$ cat config.mk
export PLATFORM = sky130hd
export DESIGN_NAME = lbus_initiator_flat
export DESIGN_NICKNAME = d
export VERILOG_FILES = /design/src/rtl/lbus_initiator_if.sv /design/src/rtl/lbus_initiator.sv /design/src/flat_wrapper.sv
export SDC_FILE = /design/constraint.sdc
export NUM_CORES = 1
export LEC_CHECK = 0
export CELL_PAD_IN_SITES_DETAIL_PLACEMENT = 0
export CELL_PAD_IN_SITES_GLOBAL_PLACEMENT = 1
export CORE_ASPECT_RATIO = 1.2
export CORE_MARGIN = 2
export CORE_UTILIZATION = 42
export DETAILED_ROUTE_END_ITERATION = 8
export PLACE_DENSITY_LB_ADDON = 0.05
export SYNTH_ARGS = -nofsm -noshare
export SYNTH_HDL_FRONTEND = slang
export SYNTH_SLANG_ARGS = --single-unit
$ cat constraint.sdc
create_clock -name lb_clk -period 3.5 [get_ports lb_clk]
set_input_delay 0.7 -clock lb_clk [delete_from_list [all_inputs] [get_ports lb_clk]]
set_output_delay 0.7 -clock lb_clk [all_outputs]
set_load 0.02 [all_outputs]
$ cat src/rtl/lbus_initiator_if.sv
// Core-side request/response and local-bus strobe signals of lbus_initiator.
// The initiator uses the master modport; the core/peripheral side uses slave.
interface lbus_initiator_if #(
  parameter int ADDR_W = 8,
  parameter int DATA_W = 32
);
  logic              req_valid;
  logic              req_ready;
  logic              req_write;
  logic [ADDR_W-1:0] req_addr;
  logic [DATA_W-1:0] req_wdata;
  logic              resp_valid;
  logic              resp_ready;
  logic              resp_write;
  logic [DATA_W-1:0] resp_rdata;
  logic              resp_err;
  logic [ADDR_W-1:0] lb_addr;
  logic [DATA_W-1:0] lb_wdata;
  logic              lb_we;
  logic              lb_re;
  logic [DATA_W-1:0] lb_rdata;

  modport master (
    input  req_valid, req_write, req_addr, req_wdata, resp_ready, lb_rdata,
    output req_ready, resp_valid, resp_write, resp_rdata, resp_err,
           lb_addr, lb_wdata, lb_we, lb_re
  );

  modport slave (
    output req_valid, req_write, req_addr, req_wdata, resp_ready, lb_rdata,
    input  req_ready, resp_valid, resp_write, resp_rdata, resp_err,
           lb_addr, lb_wdata, lb_we, lb_re
  );
endinterface

$ cat src/rtl/lbus_initiator.sv
// Local-bus initiator: queues core requests and issues one read/write strobe access per request.
// Optional feature LB_ADDR_CHECK_EN rejects misaligned or out-of-range addresses with resp_err.
module lbus_initiator #(
  parameter int                ADDR_W      = 8,
  parameter int                DATA_W      = 32,
  parameter int                FIFO_DEPTH  = 2,
  parameter int                WAIT_CYCLES = 0,
  parameter logic [ADDR_W-1:0] MAX_ADDR    = 8'hFC
) (
  input logic              lb_clk,
  input logic              rst,
  lbus_initiator_if.master bus
);

  localparam int PTR_W = $clog2(FIFO_DEPTH);
  localparam int CNT_W = $clog2(FIFO_DEPTH + 1);

  typedef enum logic [1:0] {IDLE, ACCESS, RESP} state_t;

  logic              fifoWrite_q [FIFO_DEPTH];
  logic [ADDR_W-1:0] fifoAddr_q  [FIFO_DEPTH];
  logic [DATA_W-1:0] fifoWdata_q [FIFO_DEPTH];
  logic [PTR_W-1:0]  wrPtr_q, rdPtr_q;
  logic [CNT_W-1:0]  count_q;

  state_t            state_q, state_d;
  logic [2:0]        cnt_q, cnt_d;
  logic [ADDR_W-1:0] addr_q, addr_d;
  logic [DATA_W-1:0] wdata_q, wdata_d;
  logic              write_q, write_d;
  logic [DATA_W-1:0] rdata_q, rdata_d;
  logic              err_q, err_d;

  logic              full, empty, push, pop;
  logic [ADDR_W-1:0] headAddr;
  logic              headBad;

  assign full     = (count_q == CNT_W'(FIFO_DEPTH));
  assign empty    = (count_q == '0);
  assign push     = bus.req_valid && !full;
  assign headAddr = fifoAddr_q[rdPtr_q];

`ifdef LB_ADDR_CHECK_EN
  assign headBad = (headAddr[1:0] != 2'b00) || (headAddr > MAX_ADDR);
`else
  logic unusedMaxAddr;
  assign unusedMaxAddr = ^MAX_ADDR;
  assign headBad       = 1'b0;
`endif

  // Queue storage needs no reset; validity is tracked by count_q alone.
  always_ff @(posedge lb_clk) begin
    if (push) begin
      fifoWrite_q[wrPtr_q] <= bus.req_write;
      fifoAddr_q[wrPtr_q]  <= bus.req_addr;
      fifoWdata_q[wrPtr_q] <= bus.req_wdata;
    end
  end

  always_ff @(posedge lb_clk) begin
    if (rst) begin
      wrPtr_q <= '0;
      rdPtr_q <= '0;
      count_q <= '0;
    end else begin
      if (push) wrPtr_q <= wrPtr_q + 1'b1;
      if (pop)  rdPtr_q <= rdPtr_q + 1'b1;
      count_q <= count_q + CNT_W'(push) - CNT_W'(pop);
    end
  end

  always_ff @(posedge lb_clk) begin
    if (rst) begin
      state_q <= IDLE;
      cnt_q   <= '0;
      addr_q  <= '0;
      wdata_q <= '0;
      write_q <= 1'b0;
      rdata_q <= '0;
      err_q   <= 1'b0;
    end else begin
      state_q <= state_d;
      cnt_q   <= cnt_d;
      addr_q  <= addr_d;
      wdata_q <= wdata_d;
      write_q <= write_d;
      rdata_q <= rdata_d;
      err_q   <= err_d;
    end
  end

  always_comb begin
    state_d = state_q;
    cnt_d   = cnt_q;
    addr_d  = addr_q;
    wdata_d = wdata_q;
    write_d = write_q;
    rdata_d = rdata_q;
    err_d   = err_q;
    pop     = 1'b0;

    case (state_q)
      IDLE: begin
        if (!empty) pop = 1'b1;
      end
      ACCESS: begin
        if (cnt_q == 3'd0) begin
          state_d = RESP;
          rdata_d = write_q ? '0 : bus.lb_rdata;
        end else begin
          cnt_d = cnt_q - 3'd1;
        end
      end
      RESP: begin
        if (bus.resp_ready) begin
          if (!empty) pop = 1'b1;
          else        state_d = IDLE;
        end
      end
      default: state_d = IDLE;
    endcase

    // A pop always loads the head entry; a rejected address bypasses the bus entirely.
    if (pop) begin
      addr_d  = headAddr;
      wdata_d = fifoWdata_q[rdPtr_q];
      write_d = fifoWrite_q[rdPtr_q];
      cnt_d   = 3'(WAIT_CYCLES);
      rdata_d = '0;
      err_d   = headBad;
      state_d = headBad ? RESP : ACCESS;
    end
  end

  assign bus.req_ready  = !full;
  assign bus.resp_valid = (state_q == RESP);
  assign bus.resp_write = write_q;
  assign bus.resp_rdata = rdata_q;
  assign bus.resp_err   = err_q;
  assign bus.lb_addr    = addr_q;
  assign bus.lb_wdata   = wdata_q;
  assign bus.lb_re      = (state_q == ACCESS) && !write_q;
  assign bus.lb_we      = (state_q == ACCESS) && write_q && (cnt_q == 3'd0);

endmodule

$ cat src/flat_wrapper.sv
// flat-port wrapper written by rule: the top's interface ports become plain ports
module lbus_initiator_flat 
#(
  parameter int                ADDR_W      = 8,
  parameter int                DATA_W      = 32,
  parameter int                FIFO_DEPTH  = 2,
  parameter int                WAIT_CYCLES = 0,
  parameter logic [ADDR_W-1:0] MAX_ADDR    = 8'hFC
)
  (lb_clk, rst, bus_req_valid, bus_req_write, bus_req_addr, bus_req_wdata, bus_resp_ready, bus_lb_rdata, bus_req_ready, bus_resp_valid, bus_resp_write, bus_resp_rdata, bus_resp_err, bus_lb_addr, bus_lb_wdata, bus_lb_we, bus_lb_re);
  lbus_initiator_if #(.ADDR_W(ADDR_W), .DATA_W(DATA_W)) bus_i ();
  input logic lb_clk;
  input logic rst;
  input wire logic [$bits(bus_i.req_valid)-1:0] bus_req_valid;
  input wire logic [$bits(bus_i.req_write)-1:0] bus_req_write;
  input wire logic [$bits(bus_i.req_addr)-1:0] bus_req_addr;
  input wire logic [$bits(bus_i.req_wdata)-1:0] bus_req_wdata;
  input wire logic [$bits(bus_i.resp_ready)-1:0] bus_resp_ready;
  input wire logic [$bits(bus_i.lb_rdata)-1:0] bus_lb_rdata;
  output wire logic [$bits(bus_i.req_ready)-1:0] bus_req_ready;
  output wire logic [$bits(bus_i.resp_valid)-1:0] bus_resp_valid;
  output wire logic [$bits(bus_i.resp_write)-1:0] bus_resp_write;
  output wire logic [$bits(bus_i.resp_rdata)-1:0] bus_resp_rdata;
  output wire logic [$bits(bus_i.resp_err)-1:0] bus_resp_err;
  output wire logic [$bits(bus_i.lb_addr)-1:0] bus_lb_addr;
  output wire logic [$bits(bus_i.lb_wdata)-1:0] bus_lb_wdata;
  output wire logic [$bits(bus_i.lb_we)-1:0] bus_lb_we;
  output wire logic [$bits(bus_i.lb_re)-1:0] bus_lb_re;
  assign bus_i.req_valid = bus_req_valid;
  assign bus_i.req_write = bus_req_write;
  assign bus_i.req_addr = bus_req_addr;
  assign bus_i.req_wdata = bus_req_wdata;
  assign bus_i.resp_ready = bus_resp_ready;
  assign bus_i.lb_rdata = bus_lb_rdata;
  assign bus_req_ready = bus_i.req_ready;
  assign bus_resp_valid = bus_i.resp_valid;
  assign bus_resp_write = bus_i.resp_write;
  assign bus_resp_rdata = bus_i.resp_rdata;
  assign bus_resp_err = bus_i.resp_err;
  assign bus_lb_addr = bus_i.lb_addr;
  assign bus_lb_wdata = bus_i.lb_wdata;
  assign bus_lb_we = bus_i.lb_we;
  assign bus_lb_re = bus_i.lb_re;
  lbus_initiator #(.ADDR_W(ADDR_W), .DATA_W(DATA_W), .FIFO_DEPTH(FIFO_DEPTH), .WAIT_CYCLES(WAIT_CYCLES), .MAX_ADDR(MAX_ADDR)) u_core (.lb_clk(lb_clk), .rst(rst), .bus(bus_i));
endmodule
[Word-level counts from Yosys, hierarchy flattened]
Memories as Yosys holds them, arrays and structs flattened. A register that Yosys moved wholly into a read port is not among the register bits.
Index checks and enable logic that the tools add are counted.
Word-level totals
  register bits: 41
  bits in latches: 0
  memory bits (writable): 82
  bits in read-only memories: 0
  bits of input ports: 77
  output and inout port bits: 78
  logic and storage cells: 52
  memories: 3
Operators by class
  add/sub/neg operators: 5
  multiply operators: 0
  div/mod/pow operators: 0
  order comparisons: 0
  equality and inequality tests: 10
  shifts and indexed selects: 0
  multiplexer cells: 11
  bitwise gates (word level): 2
  reduce and logical (&&, ||, !) cells: 14
Memory list
  u_core.fifoWdata_q: depth 2, width 32, read ports 1, clocked after memory_dff 1, write ports 1, RTL line lbus_initiator.sv:22  | logic [DATA_W-1:0] fifoWdata_q [FIFO_DEPTH];
  u_core.fifoAddr_q: depth 2, width 8, read ports 1, clocked after memory_dff 1, write ports 1, RTL line lbus_initiator.sv:21  | logic [ADDR_W-1:0] fifoAddr_q [FIFO_DEPTH];
  u_core.fifoWrite_q: depth 2, width 1, read ports 1, clocked after memory_dff 1, write ports 1, RTL line lbus_initiator.sv:20  | logic fifoWrite_q [FIFO_DEPTH];
Operators by type and width (number)
  $mux 32: 1
  $reduce_and 4->1: 2
  $mux 2: 3
  $ne 2x1->1 const B: 3
  $ne 3x1->1 const B: 2
  $pmux 2 s3: 1
  $mux 1: 5
  $eq 2x2->1 const B: 2
  $logic_and 1x1->1: 4
  $logic_not 2->1: 2
  $reduce_and 2->1: 2
  $logic_not 3->1: 1
  $ne 3x2->1 const B: 1
  $sub 3x1->3 const B: 1
  $add 1x1->1 const B: 2
  $add 2x1->2: 1
  $eq 2x1->1 const B: 1
  $logic_not 1->1: 2
  $ne 2x2->1 const B: 1
  $not 1->1: 2
  $pmux 1 s2: 1
  $reduce_or 2->1: 1
  $sub 2x1->2: 1

[Depth between registers and ports, before layout]
  depth after elaboration: 6
  depth in mapped cells: 11
  gate-level depth less buffers: 9

[Worst setup path after synthesis]
Ideal clock, no wire load.
  path type: reg2out
  start: register u_core.cnt_q[0]
  end: output bus_lb_we
  data arrival time: 1.667 ns
  data required time: 2.800 ns
  slack: 1.133 ns
  stages on the path, launching flop included: 7
  buffers on the path: 2
  cell sequence: dfxtp_1 inv_1 ha_1 or4bb_1 clkbuf_1 clkbuf_1 nor2_1
On the way
  word-level cells in the longest chain between the ends: 2
RTL lines
  start, declared: RTL line lbus_initiator.sv:27  | logic [2:0] cnt_q, cnt_d;
  start signal, assigned: RTL line lbus_initiator.sv:83  | cnt_q <= cnt_d;
  $logic_not 3->1: RTL line lbus_initiator.sv:143  | assign bus.lb_we = (state_q == ACCESS) && write_q && (cnt_q == 3'd0);
  $logic_and 1x1->1: RTL line lbus_initiator.sv:143
  end, declared: RTL line flat_wrapper.sv:27  | output wire logic [$bits(bus_i.lb_we)-1:0] bus_lb_we;
No other way between the ends.

[Final worst setup path]
Same ends and word-level chain as after synthesis.

==> results by group <==
Finish
  – Final #Nets: 739
  – Antenna diodes: 0
  – Non-Filler Instances: 875
  – Layout cells sized above 1: 14.46%
  – # fillers: 1321
  – Area grow syn2layout: 36.35%

Critical path
  – Critical path startpoint category: flop
  – Setup CP Type: reg2out
  – Worst Path Required: 2.80 ns
  – WP data arrival: 2.27 ns
  – Crit Path Max Fanout: 4
  – CP Capture Type: primary output
  – FF-to-FF setup slack: 1.28 ns

Timing
  – Final hold vios: 0
  – Crit share post-route: 84.75%
  – # setup viols final: 0
  – Final worst slack: 0.5339 ns
  – Slew headroom: 24.64%
  – Setup TNS: 0 ns
  – Min Tclk post-route: 2.966 ns
  – RSZ-0062 raised after global routing: no
  – Post-Route Skew: 0.005440 ns
  – Final max-slew violation count: 0
  – Worst-margin pin slew: 1.130 ns
  – FMAX: 337.1 MHz

Synthesis
  – Largest area contributor in the synthesized netlist: edfxtp_1
  – Synthesized cell area: 0.006285 mm2
  – Synth Register Bits: 164
  – Post-synthesis mux area share: 7.525%
  – Gate Count Post-Synth: 517
  – Combinational family with the most area after synthesis: simple AND/OR/NAND/NOR gates
  – Share of synthesized flip-flops with an asynchronous set or reset: 0%
  – Post-Synth Simple-Gate Area: 11.07%
  – Synth Net Count: 598
  – Avg Cell Area, Syn: 12.16 um2
  – Area share of the largest cell type after synthesis: 39.18%
  – Synth Area in Compound Gates: 8.541%
  – Area contributors post-synth: edfxtp_1 39%, dfxtp_1 26%, mux2_2 7.5%
  – Most used DFF post-synth: edfxtp_1
  – Post-synthesis xor/xnor area fraction: 0.2787%
  – Sequential share of the synthesized area: 65.30%
  – Netlist cell types: 34
  – Post-synth EDFFs: 82
  – Number of synthesis warnings: 0
  – Adder-cell share of the synthesized area: 0.7963%

CTS
  – Num CTS Buffers: 17
  – Resize count post-CTS: 0
  – Clk root buf: clkbuf_16
  – Clk_lat worst skew: 0.42 ns
  – Postcts setup bufs: 0
  – Sink Count: 164
  – Number of H-tree levels: 4
  – Hold-fix buffers, CTS: 0
  – Longest Clk Path Bufs: 2
  – Clock-pin slew on the worst setup and hold paths: 0.06 ns
  – CTS tree: built

Route
  – DRC: 0
  – DRT iter0 DRCs: 232
  – TritonRoute pass-1 iters: 5
  – Vias per Instance: 5.072
  – ANT nets after route: 0
  – Detailed Route WL: 14680 um
  – Routed via count: 4438
  – Wirelength per Cell: 16.78 um

Global routing
  – Total GRT Usage: 18.54%
  – First-pass GRT wire length: 22940 um
  – Remaining Overflow, GRT: 0
  – Vias in the first global route: 4461
  – Initial antenna violation count: 0
  – Largest net degree at the start of global routing: 44

Floorplanning
  – Die width: 115.7 um
  – Die Footprint: 0.01596 mm2
  – Die Y: 138 um
  – Total I/O pin count: 155
  – Core area: 0.01484 mm2
  – Initial core utilization: 42.36%
  – Row count: 49

Placement
  – Setup Slack @ Placement: 0.7644 ns
  – DPL Wire Length: 8921 um
  – GP Congestion: 0.7252
  – Post-placement cell count: 843
  – Port bufs: 153

Hold path
  – Worst hold path type: reg2reg

Run
  – Max-capacitance violation count: 0

Pwr
  – Flop pwr share: 38.7%
  – Sw power: 0.002414 W
  – LEAKAGE: 2.903 nW
  – Combinational Power Share: 35.3%
  – PD cells: 834.1 mW/mm2
  – Switching Fraction: 33.77%
  – Peak supply drop: 0.0004974 V
  – Clk pwr share: 26.0%
  – Internal power: 0.004734 W

Run status
  – Outcome: finished clean
## cell type report
cell class | instances | area [um2] | area share [%]
Tap cell | 204 | 255.2 | 2.979
Timing Repair Buffer | 166 | 1624 | 18.95
Sequential cell | 164 | 4106 | 47.92
Clock buffer | 19 | 432.9 | 5.052
Multi-Input combinational cell | 261 | 1810 | 21.13
Inverter | 48 | 180.2 | 2.102
Clock inverter | 13 | 160.2 | 1.869
## kinds of logic (layout without fill, tap and decap cells)
| logic type | count (synthesis) | count (layout) |
|---|---|---|
| flops | 164 | 164 |
| simple gates | 130 | 130 |
| buf+inv | 92 | 246 |
| compound gates | 82 | 82 |
| mux | 42 | 42 |
| fa+ha+maj | 4 | 4 |
| xor+xnor | 2 | 2 |
| other cells | 1 | 1 |
## final timing paths
path	start	endpoint	depth (start not counted)
setup / recovery	u_core.cnt_q[0]$_SDFFE_PP0P_	bus_lb_we	5
hold / removal	u_core.bus.resp_rdata[27]$_SDFFE_PP0P_	u_core.bus.resp_rdata[27]$_SDFFE_PP0P_	2
setup reg to reg	u_core.state_q[0]$_SDFFE_PP0P_	u_core.count_q[1]$_SDFF_PP0_	9
hold reg to reg	u_core.bus.resp_rdata[27]$_SDFFE_PP0P_	u_core.bus.resp_rdata[27]$_SDFFE_PP0P_	2
## routing by layer
layer / vias to the layer above / global-route usage [%] / part of all wire (%)
met5: - / 0 / 0
met4: 0 / 5.952 / 1.1
met3: 16 / 5.173 / 5.6
met2: 124 / 31.98 / 51
met1: 2151 / 22.20 / 42
li1: 2147 / - / -
## per-stage QoR
stage	area [um2]	utilization [%]	power, W	hold slack (ns)
6_report	8569	57.76	0.007148	0.4489
5_1_grt	8569	57.76	0.007542	0.4671
4_1_cts	8569	57.76	0.007236	0.4507
3_5_place_dp	7976	53.76	0.005360	0.4438
3_3_place_gp	7976	53.76	0.005324	0.4377
2_1_floorplan	6285	-	0.004350	0.4848
## sequential cells by signal, summed over array words and instances (netlist names)
signal	flops
u_core.bus.resp_write	1
u_core.bus.resp_rdata	32
u_core.bus.lb_wdata	32
u_core.fifoAddr_q	16
u_core.wrPtr_q	1
u_core.bus.lb_addr	8
u_core.rdPtr_q	1
u_core.state_q	2
u_core.fifoWdata_q	64
u_core.count_q	2
u_core.fifoWrite_q	2
u_core.cnt_q	3
## critical path: stages, from the launching register on
cell	delay, ns
dfxtp_1	0.30
inv_1	0.11
ha_1	0.20
or4bb_1	0.51
nor2_1	0.11
clkdlybuf4s50_1	0.62
## synth_stat cells (all sizes together) (2+ instances only)
| master | n |
|---|---|
| mux2 | 42 |
| xor2 | 2 |
| and2 | 3 |
| nor4 | 41 |
| a21oi | 37 |
| nand2b | 3 |
| dfxtp | 82 |
| nand2 | 33 |
| inv | 47 |
| buf | 16 |
| nor2 | 4 |
| nand3b | 2 |
| nor2b | 5 |
| a211oi | 41 |
| nor3 | 2 |
| nand3 | 33 |
| edfxtp | 82 |
| ha | 4 |
| clkbuf | 28 |
## layout by cell type, fill, tap and decap left out, types with 2 or more instances in the layout
cell type / synthesis / final
clkdlybuf4s50_1: 0 / 152
edfxtp_1: 82 / 82
dfxtp_1: 82 / 80
inv_1: 47 / 46
mux2_2: 42 / 42
nor4_1: 41 / 41
a211oi_1: 40 / 40
a21oi_1: 37 / 37
nand2_1: 33 / 33
nand3_1: 33 / 33
clkbuf_16: 0 / 17
buf_4: 1 / 13
clkinvlp_4: 0 / 5
nor2b_1: 4 / 4
ha_1: 4 / 4
nand2b_1: 3 / 3
and2_1: 3 / 3
nor2_1: 4 / 3
bufinv_16: 0 / 3
clkinv_2: 0 / 3
nand3b_1: 2 / 2
xor2_1: 2 / 2
nor3_1: 2 / 2
clkbuf_1: 28 / 2
clkinv_4: 0 / 2
dfxtp_2: 0 / 2
## power by group through the flow
| stage | logic, W | registers [W] | clock network (W) |
|---|---|---|---|
| after floorplan | 0.00135 | 0.00300 | 0 |
| after global placement | 0.00253 | 0.00280 | 0 |
| after detailed placement | 0.00254 | 0.00282 | 0 |
| after CTS | 0.00256 | 0.00278 | 0.00190 |
| after global routing | 0.00274 | 0.00282 | 0.00199 |
| final | 0.00252 | 0.00277 | 0.00186 |
Power figures use the tool's default switching activity.
